### config.mk
export PLATFORM = sky130hd
export DESIGN_NAME = pipibibs_shram_arbiter
export DESIGN_NICKNAME = d
export VERILOG_FILES = /design/src/rtl/pipibibs_snd_pkg.sv /design/src/rtl/pipibibs_shram_port.sv /design/src/rtl/pipibibs_shram_arbiter.sv
export SDC_FILE = /design/constraint.sdc
export NUM_CORES = 1
export LEC_CHECK = 0
export ABC_AREA = 1
export CORE_MARGIN = 8
export CORE_UTILIZATION = 39
export DETAILED_ROUTE_END_ITERATION = 7
export PLACE_DENSITY = 0.77
export SLEW_MARGIN = 20
export SYNTH_ARGS = -nofsm -noshare
export SYNTH_HDL_FRONTEND = slang
export SYNTH_HIERARCHICAL = 1
export SYNTH_SLANG_ARGS = --single-unit
### constraint.sdc
create_clock -name CLK96 -period 1.14 [get_ports CLK96]
set_input_delay 0.228 -clock CLK96 [delete_from_list [all_inputs] [get_ports CLK96]]
set_output_delay 0.228 -clock CLK96 [all_outputs]
set_load 0.01 [all_outputs]
### src/rtl/pipibibs_snd_pkg.sv
// Sound subsystem shared types.
// Shared-RAM arbiter state and grant encodings.
package pipibibs_snd_pkg;

  localparam int SHRAM_AW = 11;
  localparam int SHRAM_DW = 8;

  typedef enum logic [1:0] {
    IDLE,
    ISSUE,
    RDWAIT,
    ACK
  } shram_state_t;

  typedef enum logic {
    GNT_Z80 = 1'b0,
    GNT_68K = 1'b1
  } shram_gnt_t;

endpackage

### src/rtl/pipibibs_shram_port.sv
// Per-requester served/pending tracker.
// A level request held high is served once; low for a cycle re-arms it.
module pipibibs_shram_port (
  input  logic CLK96,
  input  logic RESET96_N,
  input  logic cs,
  input  logic done,
  output logic pending
);

  logic served;

  always_ff @(posedge CLK96 or negedge RESET96_N) begin
    if (!RESET96_N) begin
      served <= 1'b0;
    end else if (!cs) begin
      served <= 1'b0;
    end else if (done) begin
      served <= 1'b1;
    end
  end

  assign pending = cs & ~served;

endmodule

### src/rtl/pipibibs_shram_arbiter.sv
// Z80 / M68K arbiter for the 2 KB sound shared RAM.
// One access in flight; registered SRAM side and per-port read data.
module pipibibs_shram_arbiter
  import pipibibs_snd_pkg::*;
#(
  parameter int AW       = SHRAM_AW,
  parameter int DW       = SHRAM_DW,
  parameter int RD_LAT   = 1,
  parameter int Z80_PRIO = 1
) (
  input  logic          CLK96,
  input  logic          RESET96_N,
  input  logic          Z80_CS,
  input  logic          Z80_WE,
  input  logic [AW-1:0] Z80_ADDR,
  input  logic [DW-1:0] Z80_DIN,
  output logic [DW-1:0] Z80_DOUT,
  output logic          Z80_OK,
  input  logic          M68K_CS,
  input  logic          M68K_WE,
  input  logic [AW-1:0] M68K_ADDR,
  input  logic [DW-1:0] M68K_DIN,
  output logic [DW-1:0] M68K_DOUT,
  output logic          M68K_OK,
  output logic          M68K_WAIT,
  output logic [AW-1:0] SRAM_ADDR,
  output logic [DW-1:0] SRAM_DIN,
  output logic          SRAM_WE,
  input  logic [DW-1:0] SRAM_DOUT
);

  shram_state_t  state, state_nxt;
  shram_gnt_t    gnt, win, last_grant;
  logic          we_q;
  logic [1:0]    cnt;
  logic          z_pend, m_pend;
  logic          z_done, m_done;
  logic          any_pend;
  logic          win_we;
  logic [AW-1:0] win_addr;
  logic [DW-1:0] win_din;

  pipibibs_shram_port u_z80_port (
    .CLK96     (CLK96),
    .RESET96_N (RESET96_N),
    .cs        (Z80_CS),
    .done      (z_done),
    .pending   (z_pend)
  );

  pipibibs_shram_port u_m68k_port (
    .CLK96     (CLK96),
    .RESET96_N (RESET96_N),
    .cs        (M68K_CS),
    .done      (m_done),
    .pending   (m_pend)
  );

  assign any_pend  = z_pend | m_pend;
  assign z_done    = (state == ACK) && (gnt == GNT_Z80);
  assign m_done    = (state == ACK) && (gnt == GNT_68K);
  assign M68K_WAIT = M68K_CS & m_pend & ~M68K_OK;

  always_comb begin
    win = GNT_Z80;
    if (z_pend && m_pend) begin
      if (Z80_PRIO == 0 && last_grant == GNT_Z80) begin
        win = GNT_68K;
      end
    end else if (m_pend) begin
      win = GNT_68K;
    end
    win_we   = (win == GNT_68K) ? M68K_WE   : Z80_WE;
    win_addr = (win == GNT_68K) ? M68K_ADDR : Z80_ADDR;
    win_din  = (win == GNT_68K) ? M68K_DIN  : Z80_DIN;
  end

  always_ff @(posedge CLK96 or negedge RESET96_N) begin
    if (!RESET96_N) begin
      state <= IDLE;
    end else begin
      state <= state_nxt;
    end
  end

  always_comb begin
    state_nxt = state;
    case (state)
      IDLE: begin
        if (any_pend) state_nxt = ISSUE;
      end
      ISSUE: begin
        if (we_q || RD_LAT <= 1) state_nxt = ACK;
        else                     state_nxt = RDWAIT;
      end
      RDWAIT: begin
        if (cnt <= 2'd1) state_nxt = ACK;
      end
      ACK: begin
        state_nxt = IDLE;
      end
      default: state_nxt = IDLE;
    endcase
  end

  // Write strobe is set on entry to ISSUE so it is high only in ISSUE.
  always_ff @(posedge CLK96 or negedge RESET96_N) begin
    if (!RESET96_N) begin
      SRAM_ADDR  <= '0;
      SRAM_DIN   <= '0;
      SRAM_WE    <= 1'b0;
      Z80_OK     <= 1'b0;
      M68K_OK    <= 1'b0;
      Z80_DOUT   <= '0;
      M68K_DOUT  <= '0;
      last_grant <= GNT_68K;
      gnt        <= GNT_Z80;
      we_q       <= 1'b0;
      cnt        <= '0;
    end else begin
      SRAM_WE <= 1'b0;
      Z80_OK  <= 1'b0;
      M68K_OK <= 1'b0;
      case (state)
        IDLE: begin
          if (any_pend) begin
            gnt       <= win;
            we_q      <= win_we;
            SRAM_ADDR <= win_addr;
            SRAM_DIN  <= win_din;
            SRAM_WE   <= win_we;
          end
        end
        ISSUE: begin
          cnt <= 2'(RD_LAT - 1);
        end
        RDWAIT: begin
          cnt <= cnt - 2'd1;
        end
        ACK: begin
          last_grant <= gnt;
          if (gnt == GNT_Z80) begin
            Z80_OK <= 1'b1;
            if (!we_q) Z80_DOUT <= SRAM_DOUT;
          end else begin
            M68K_OK <= 1'b1;
            if (!we_q) M68K_DOUT <= SRAM_DOUT;
          end
        end
        default: ;
      endcase
    end
  end

endmodule

==> results of run 1 <==
## flip-flops by register name, indices dropped and copies added (netlist names)
register and flops:
we_q 1, Z80_DOUT 8, M68K_DOUT 8, cnt 2
Z80_OK 1, gnt 1, SRAM_DIN 8, state 2
SRAM_WE 1, u_m68k_port/served 1, SRAM_ADDR 11, u_z80_port/served 1
M68K_OK 1
## path summary, 6_finish.rpt
kind | endpoint | slack, ps | cells after the start
setup / recovery | M68K_WAIT | -200 | 4
hold / removal | M68K_DOUT[1] | 380 | 2
setup reg to reg | SRAM_ADDR[9] | -180 | 7
hold reg to reg | SRAM_DIN[1] | 480 | 2
max in group asynchronous | Z80_OK | 300 | 3
min in group CLK96 | u_m68k_port/served | 410 | 4
## synth_stat cells
master	n	area, sq um
a21oi_1	2	10.0
buf_2	9	45.0
buf_4	1	7.51
buf_6	2	22.5
dfrtp_1	46	1150
ha_1	4	50.1
inv_1	59	221
inv_2	1	3.75
nand2_1	86	323
nand2_2	2	12.5
nand3_1	44	220
nor2_1	9	33.8
nor2_2	1	6.26
o21ai_0	17	85.1
o21ai_1	2	10.0
## per-stage QoR
step	power, W	hold slack, ps	TNS (ps)
2_1_floorplan	0.00471	-67.6	-10.1
3_3_place_gp	0.00680	164	-13810
3_5_place_dp	0.00693	174	-15410
4_1_cts	0.00821	391	-3640
5_1_grt	0.00977	399	-8600
6_report	0.00909	376	-5460
## kinds of logic after synthesis
logic type	synth area share (%)
simple gates	27.0
flops	52.3
compound gates	4.77
fa+ha+maj	2.27
buf+inv	13.6
## what timing repair did
item | in CTS | in global routing
buffers inserted | 8 | 10
endpoints found under the hold margin | 14 | 0
resized for setup | 156 | 122
setup endpoints to repair | 80 | 60
cloned | 1 | 2
pin swaps | 1 | 37
hold buffers | 1 | 0
## critical path, stage by stage, from the launching register on
cell and delay [ps]:
dfrtp_1 400, nor2_2 150, nand2_1 80, nor2_2 70
buf_2 130
## cell type report
class / instances / area [sq um] / area share [%]
inverters: 60 / 244 / 6.31
flip-flops and latches: 46 / 1150 / 29.8
well taps: 72 / 90.1 / 2.33
multi-input cells: 169 / 1100 / 28.5
clock buffers: 5 / 68.8 / 1.78
repair buffers: 134 / 1140 / 29.5
clock inverters: 3 / 68.8 / 1.78
## power breakdown
part           internal (W)  leakage (nW)  switching [W]
logic               0.00224          1.41        0.00252
clock network      0.000878        0.0683       0.000556
registers           0.00242         0.568       0.000481
total               0.00554          2.05        0.00355
## metal layers
metal  wire [um]  up-vias
met5           0        -
met4          15        0
met3         503        2
met2        3660       66
met1        2660     1073
li1            -     1121
==> results_dict.tcl, run 1 <==
set metrics [dict create \
    ioPinCount 91 \
    crit_arrival_ps 1110 \
    finalNonFillerCells 489 \
    worst_slack_ps -202 \
    worstSetupPathType "flip-flop to output pin" \
    fin_worst_skew_ps 7.18 \
    crit_fanout 2 \
    use_met2_pct 26.8 \
    clkSinkCount 46 \
    placedCellCount 459 \
    synth_nets 341 \
    drtIter0Drc 74 \
    numCtsBuffers 5 \
    cap_violations 0 \
    leakage_nw 2.05 \
    gp_congestion 0.765 \
    pre_cts_slack_ps -627 \
    ir_drop_mv 1.34 \
    holdCritPathClass "primary input to async pin" \
    worstPathRequired_ps 910 \
    antenna_found_initial 0 \
    reg2reg_from "u_m68k_port/served" \
    die_h_um 91.1 \
    finalCritPeriodShare_pct 118 \
    crit_start "u_m68k_port/served" \
    rsz0062_at_grt "yes" \
    grt_max_degree 27 \
    track_usage_pct 14.9 \
    numPortBuffers 90 \
    wl_per_cell_um 14.0 \
    final_nets 472 \
    num_rows 27 \
    gr-total-overflow 0 \
    dr.pass1.iters 4 \
    avgSynthCellArea_sq_um 7.73 \
    synth_seq_cells 46 \
    worstSkewPairLatency_ps 290 \
    syn2layout_area_growth_pct 75.6 \
    layout_commonest_cell "nand2_1" \
    violations "setup timing" \
    drc 0 \
    viasPerCell 4.63 \
    met3_usage_pct 5.93 \
    tightest_slew_ps 386 \
    synthesis.instances 285 \
    vias 2262 \
    relSlewSlack_pct 74.3 \
    fmax_ghz 0.745 \
    core_sq_mm 0.00547 \
    n_fill_cell 437 \
    die-area_sq_mm 0.00831 \
    grt_pass1_wl_um 10400 \
    placed_area_sq_mm 0.00332 \
    cts_tree "done" \
    synth.yosys.warnings 6 \
    ys_types 15 \
    drv_slew 0 \
    antenna_left 0 \
    syn-cell-area_sq_mm 0.00220 \
    cts.htree.levels 2 \
    finalHoldViolCount 0 \
    drive_gt1_share_pct 40.5 \
    yosysSeqAreaShare_pct 52.3 \
    mostFrequentLayoutCells "55 x nand2_1, 53 x inv_1, 49 x clkdlybuf4s50_1, 46 x dfrtp_1, 38 x buf_2" \
    clockBufferDepth 2 \
    startpoint_type "flip-flop" \
    setup_viol 44 \
    fin_area_sq_mm 0.00387 \
    first_global_vias 2327 \
    endpoint_kind "output pin" \
    wirelength_um 6840 \
    period_minus_slack_ps 1340 \
    clk_pin_slew_worst_paths_ps 90 \
    postLayoutCoreUtil_pct 70.6 \
    grt.met1_usage_pct 16.0 \
    die_w_um 91.1 \
    status "complete, but fails checks" \
    clock_tree.root_cell "clkbuf_8" \
    place_hpwl_um 4630 \
    diodes 0 \
    initial_utilization_pct 40.2 \
    grt-busiest-layer "met2" \
    pwr_density_cell_mw_per_mm2 2350 \
]
Power figures use the tool's default switching activity.
==> inputs of run 2 (changes only) <==
--- a/config.mk
+++ b/config.mk
@@ -7,11 +7,10 @@
 export LEC_CHECK = 0
 export ABC_AREA = 1
 export CORE_MARGIN = 8
-export CORE_UTILIZATION = 39
+export CORE_UTILIZATION = 38
 export DETAILED_ROUTE_END_ITERATION = 7
-export PLACE_DENSITY = 0.77
+export PLACE_DENSITY = 0.75
 export SLEW_MARGIN = 20
 export SYNTH_ARGS = -nofsm -noshare
 export SYNTH_HDL_FRONTEND = slang
-export SYNTH_HIERARCHICAL = 1
 export SYNTH_SLANG_ARGS = --single-unit
==> run 2 against run 1 <==
  * Routed wire length shrank 0.10%
  * Combinational power grew 1%
  * Critical path depth grew 1
  * Count of clock-buffer cells in the layout is the same
  * Sequential power shrank 3%
  * The flow still finishes with violations (setup timing)
  * Via count shrank 5.7%
  * Power shrank 2.9%
==> results_dict.tcl, run 2 <==
set metrics [dict create \
    placedCellCount 433 \
    avgSynthCellArea_sq_um 8.36 \
    track_usage_pct 14.7 \
    power.clock.fraction_pct 13.6 \
    initial_utilization_pct 39.5 \
    mostFrequentLayoutCells "104 x nand2_1, 48 x clkdlybuf4s50_1, 46 x dfrtp_1, 38 x buf_2, 22 x nand3_1" \
    power_switching_w 0.00353 \
    violations "setup timing" \
    tightest_slew_ps 333 \
    diodes 0 \
    p_sw_share_pct 40.0 \
    wirelength_um 6830 \
    numPortBuffers 90 \
    grt_pass1_wl_um 10300 \
    drc 0 \
    regMostFlops "SRAM_ADDR" \
    wl_per_cell_um 14.9 \
    clockBufferDepth 2 \
    antenna_left 0 \
    status "complete, but fails checks" \
    gr-total-overflow 0 \
    leakage_nw 1.90 \
    synth_seq_cells 46 \
    setup_viol 44 \
    finalCritPeriodShare_pct 110 \
    cts.htree.levels 2 \
    die-area_sq_mm 0.00845 \
    fin_worst_skew_ps 9.16 \
    die_w_um 91.9 \
    finalHoldViolCount 0 \
    dr.pass1.iters 4 \
    drtIter0Drc 93 \
    worst_slack_ps -109 \
    fmax_ghz 0.801 \
    clkSinkCount 46 \
    synthTopCellsByCount "123 x nand2_1, 46 x dfrtp_1, 24 x nand3_1, 17 x inv_1" \
    layout_commonest_cell "nand2_1" \
    ir_drop_mv 1.47 \
    num_rows 27 \
    antenna_found_initial 0 \
    syn-cell-area_sq_mm 0.00219 \
    largest_reg_flops 11 \
    gp_congestion 0.800 \
    synth_nets 318 \
    clock_tree.root_cell "clkbuf_8" \
    cts_tree "done" \
    final_nets 441 \
    syn2layout_area_growth_pct 65.9 \
    cap_violations 0 \
    drive_gt1_share_pct 36.5 \
    synthesis.instances 262 \
    seqPwrFrac_pct 32.0 \
    internal_power_w 0.00530 \
    synth_area_leaders "dfrtp_1 53%, nand2_1 21%, nand3_1 5.5%, o21ai_2 3.2%, buf_6 3.1%" \
    numCtsBuffers 5 \
    synth_edf_count 0 \
    crit_arrival_ps 1480 \
    synth_top_area_share_pct 52.6 \
    synth.yosys.warnings 0 \
    yosysSeqAreaShare_pct 52.6 \
    clk_pin_slew_worst_paths_ps 90 \
    ys_types 19 \
    worstSetupPathType "flip-flop to flip-flop" \
    fin_hold_ws_ps 273 \
    startpoint_type "flip-flop" \
    vias 2133 \
    core_sq_mm 0.00554 \
    ys_async_sr_fraction_pct 100 \
    yosysMostFrequentCell "nand2_1" \
    timing.reg2reg.setup_slack_ps -110 \
    holdCritPathClass "primary input to flip-flop" \
    first_global_vias 2060 \
    period_minus_slack_ps 1250 \
    finalNonFillerCells 458 \
    yosysTopAreaCell "dfrtp_1" \
    ioPinCount 91 \
    endpoint_kind "flip-flop" \
    synth_top_flop_cell "dfrtp_1" \
    die_h_um 91.9 \
    rsz0062_at_grt "yes" \
    worstPathRequired_ps 1370 \
    worstSkewPairLatency_ps 300 \
    place_hpwl_um 4460 \
    pwr_density_cell_mw_per_mm2 2430 \
    grt_max_degree 47 \
    drv_slew 0 \
    relSlewSlack_pct 77.8 \
    combPwrFrac_pct 54.4 \
    viasPerCell 4.66 \
    crit_fanout 8 \
]
==> run 2: path summary, 6_finish.rpt <==
kind                                endpoint          from  cells after the start
max                              Z80_DOUT[4]      state[0]                      5
min                        u_z80_port.served        Z80_CS                      2
max reg2reg                      Z80_DOUT[4]      state[0]                      5
min reg2reg                     SRAM_ADDR[2]  SRAM_ADDR[2]                      2
max in group asynchronous       M68K_DOUT[2]     RESET96_N                      3
min in group asynchronous        SRAM_DIN[5]     RESET96_N                      3
==> run 2: repair_timing <==
action	4_1_cts	5_1_grt
buffers inserted	7	8
setup endpoints to repair	80	56
hold endpoints to repair	46	0
pin swaps	3	14
hold buffers	1	0
gates cloned	1	2
resized for setup	160	62
==> run 2: per-layer routing <==
layer  share of wire [%]  vias to the layer above  track usage, %
met1                  44                      985            19.0
li1                    -                     1059               -
met2                  47                       83            22.6
met5                   0                        -               0
met4                0.89                        0            3.49
met3                 8.3                        6            5.79
==> run 2: logic make-up after synthesis <==
group,Yosys count,share of synthesized area (%)
and+or+nand+nor,159,30.5
DFF,46,52.6
buffers and inverters,31,8.17
AOI/OAI and AO/OA,22,6.51
adders and majority gates,4,2.29
==> run 2: worst max-delay path, stage by stage, from the launching register on <==
cell,delay [ps]
dfrtp_1,400
ha_2,220
inv_2,60
nor2_4,210
nand2_4,160
o21ai_2,140
==> run 2: layout make-up <==
type	instances	area, sq um
fill	459	1910
sequential	46	1150
timing repair buffer	126	1110
multi-input combinational	187	1080
inverter	19	92.6
tap	72	90.1
clock buffer	5	68.8
clock inverter	3	40.0
==> run 2: power by group through the flow <==
stage / clock network, W / registers, W / logic, W
final: 0.00120 / 0.00282 / 0.00481
after global routing: 0.00129 / 0.00290 / 0.00528
after CTS: 0.00123 / 0.00275 / 0.00409
after detailed placement: 0 / 0.00279 / 0.00427
after global placement: 0 / 0.00276 / 0.00417
after floorplan: 0 / 0.00308 / 0.00178
==> run 2: metrics by stage <==
| step | setup slack [ps] | total power (W) | setup TNS, ps | instance area (sq um) | util [%] |
|---|---|---|---|---|---|
| finish | -109 | 0.00883 | -3100 | 3630 | 65.6 |
| global route | -165 | 0.00947 | -5490 | 3630 | 65.6 |
| CTS | -107 | 0.00807 | -2310 | 3420 | 61.7 |
| detailed placement | -496 | 0.00706 | -9970 | 3320 | 59.9 |
| global placement | -490 | 0.00694 | -9020 | 3320 | 59.9 |
| floorplan | -23.3 | 0.00486 | -51.6 | 2210 | - |
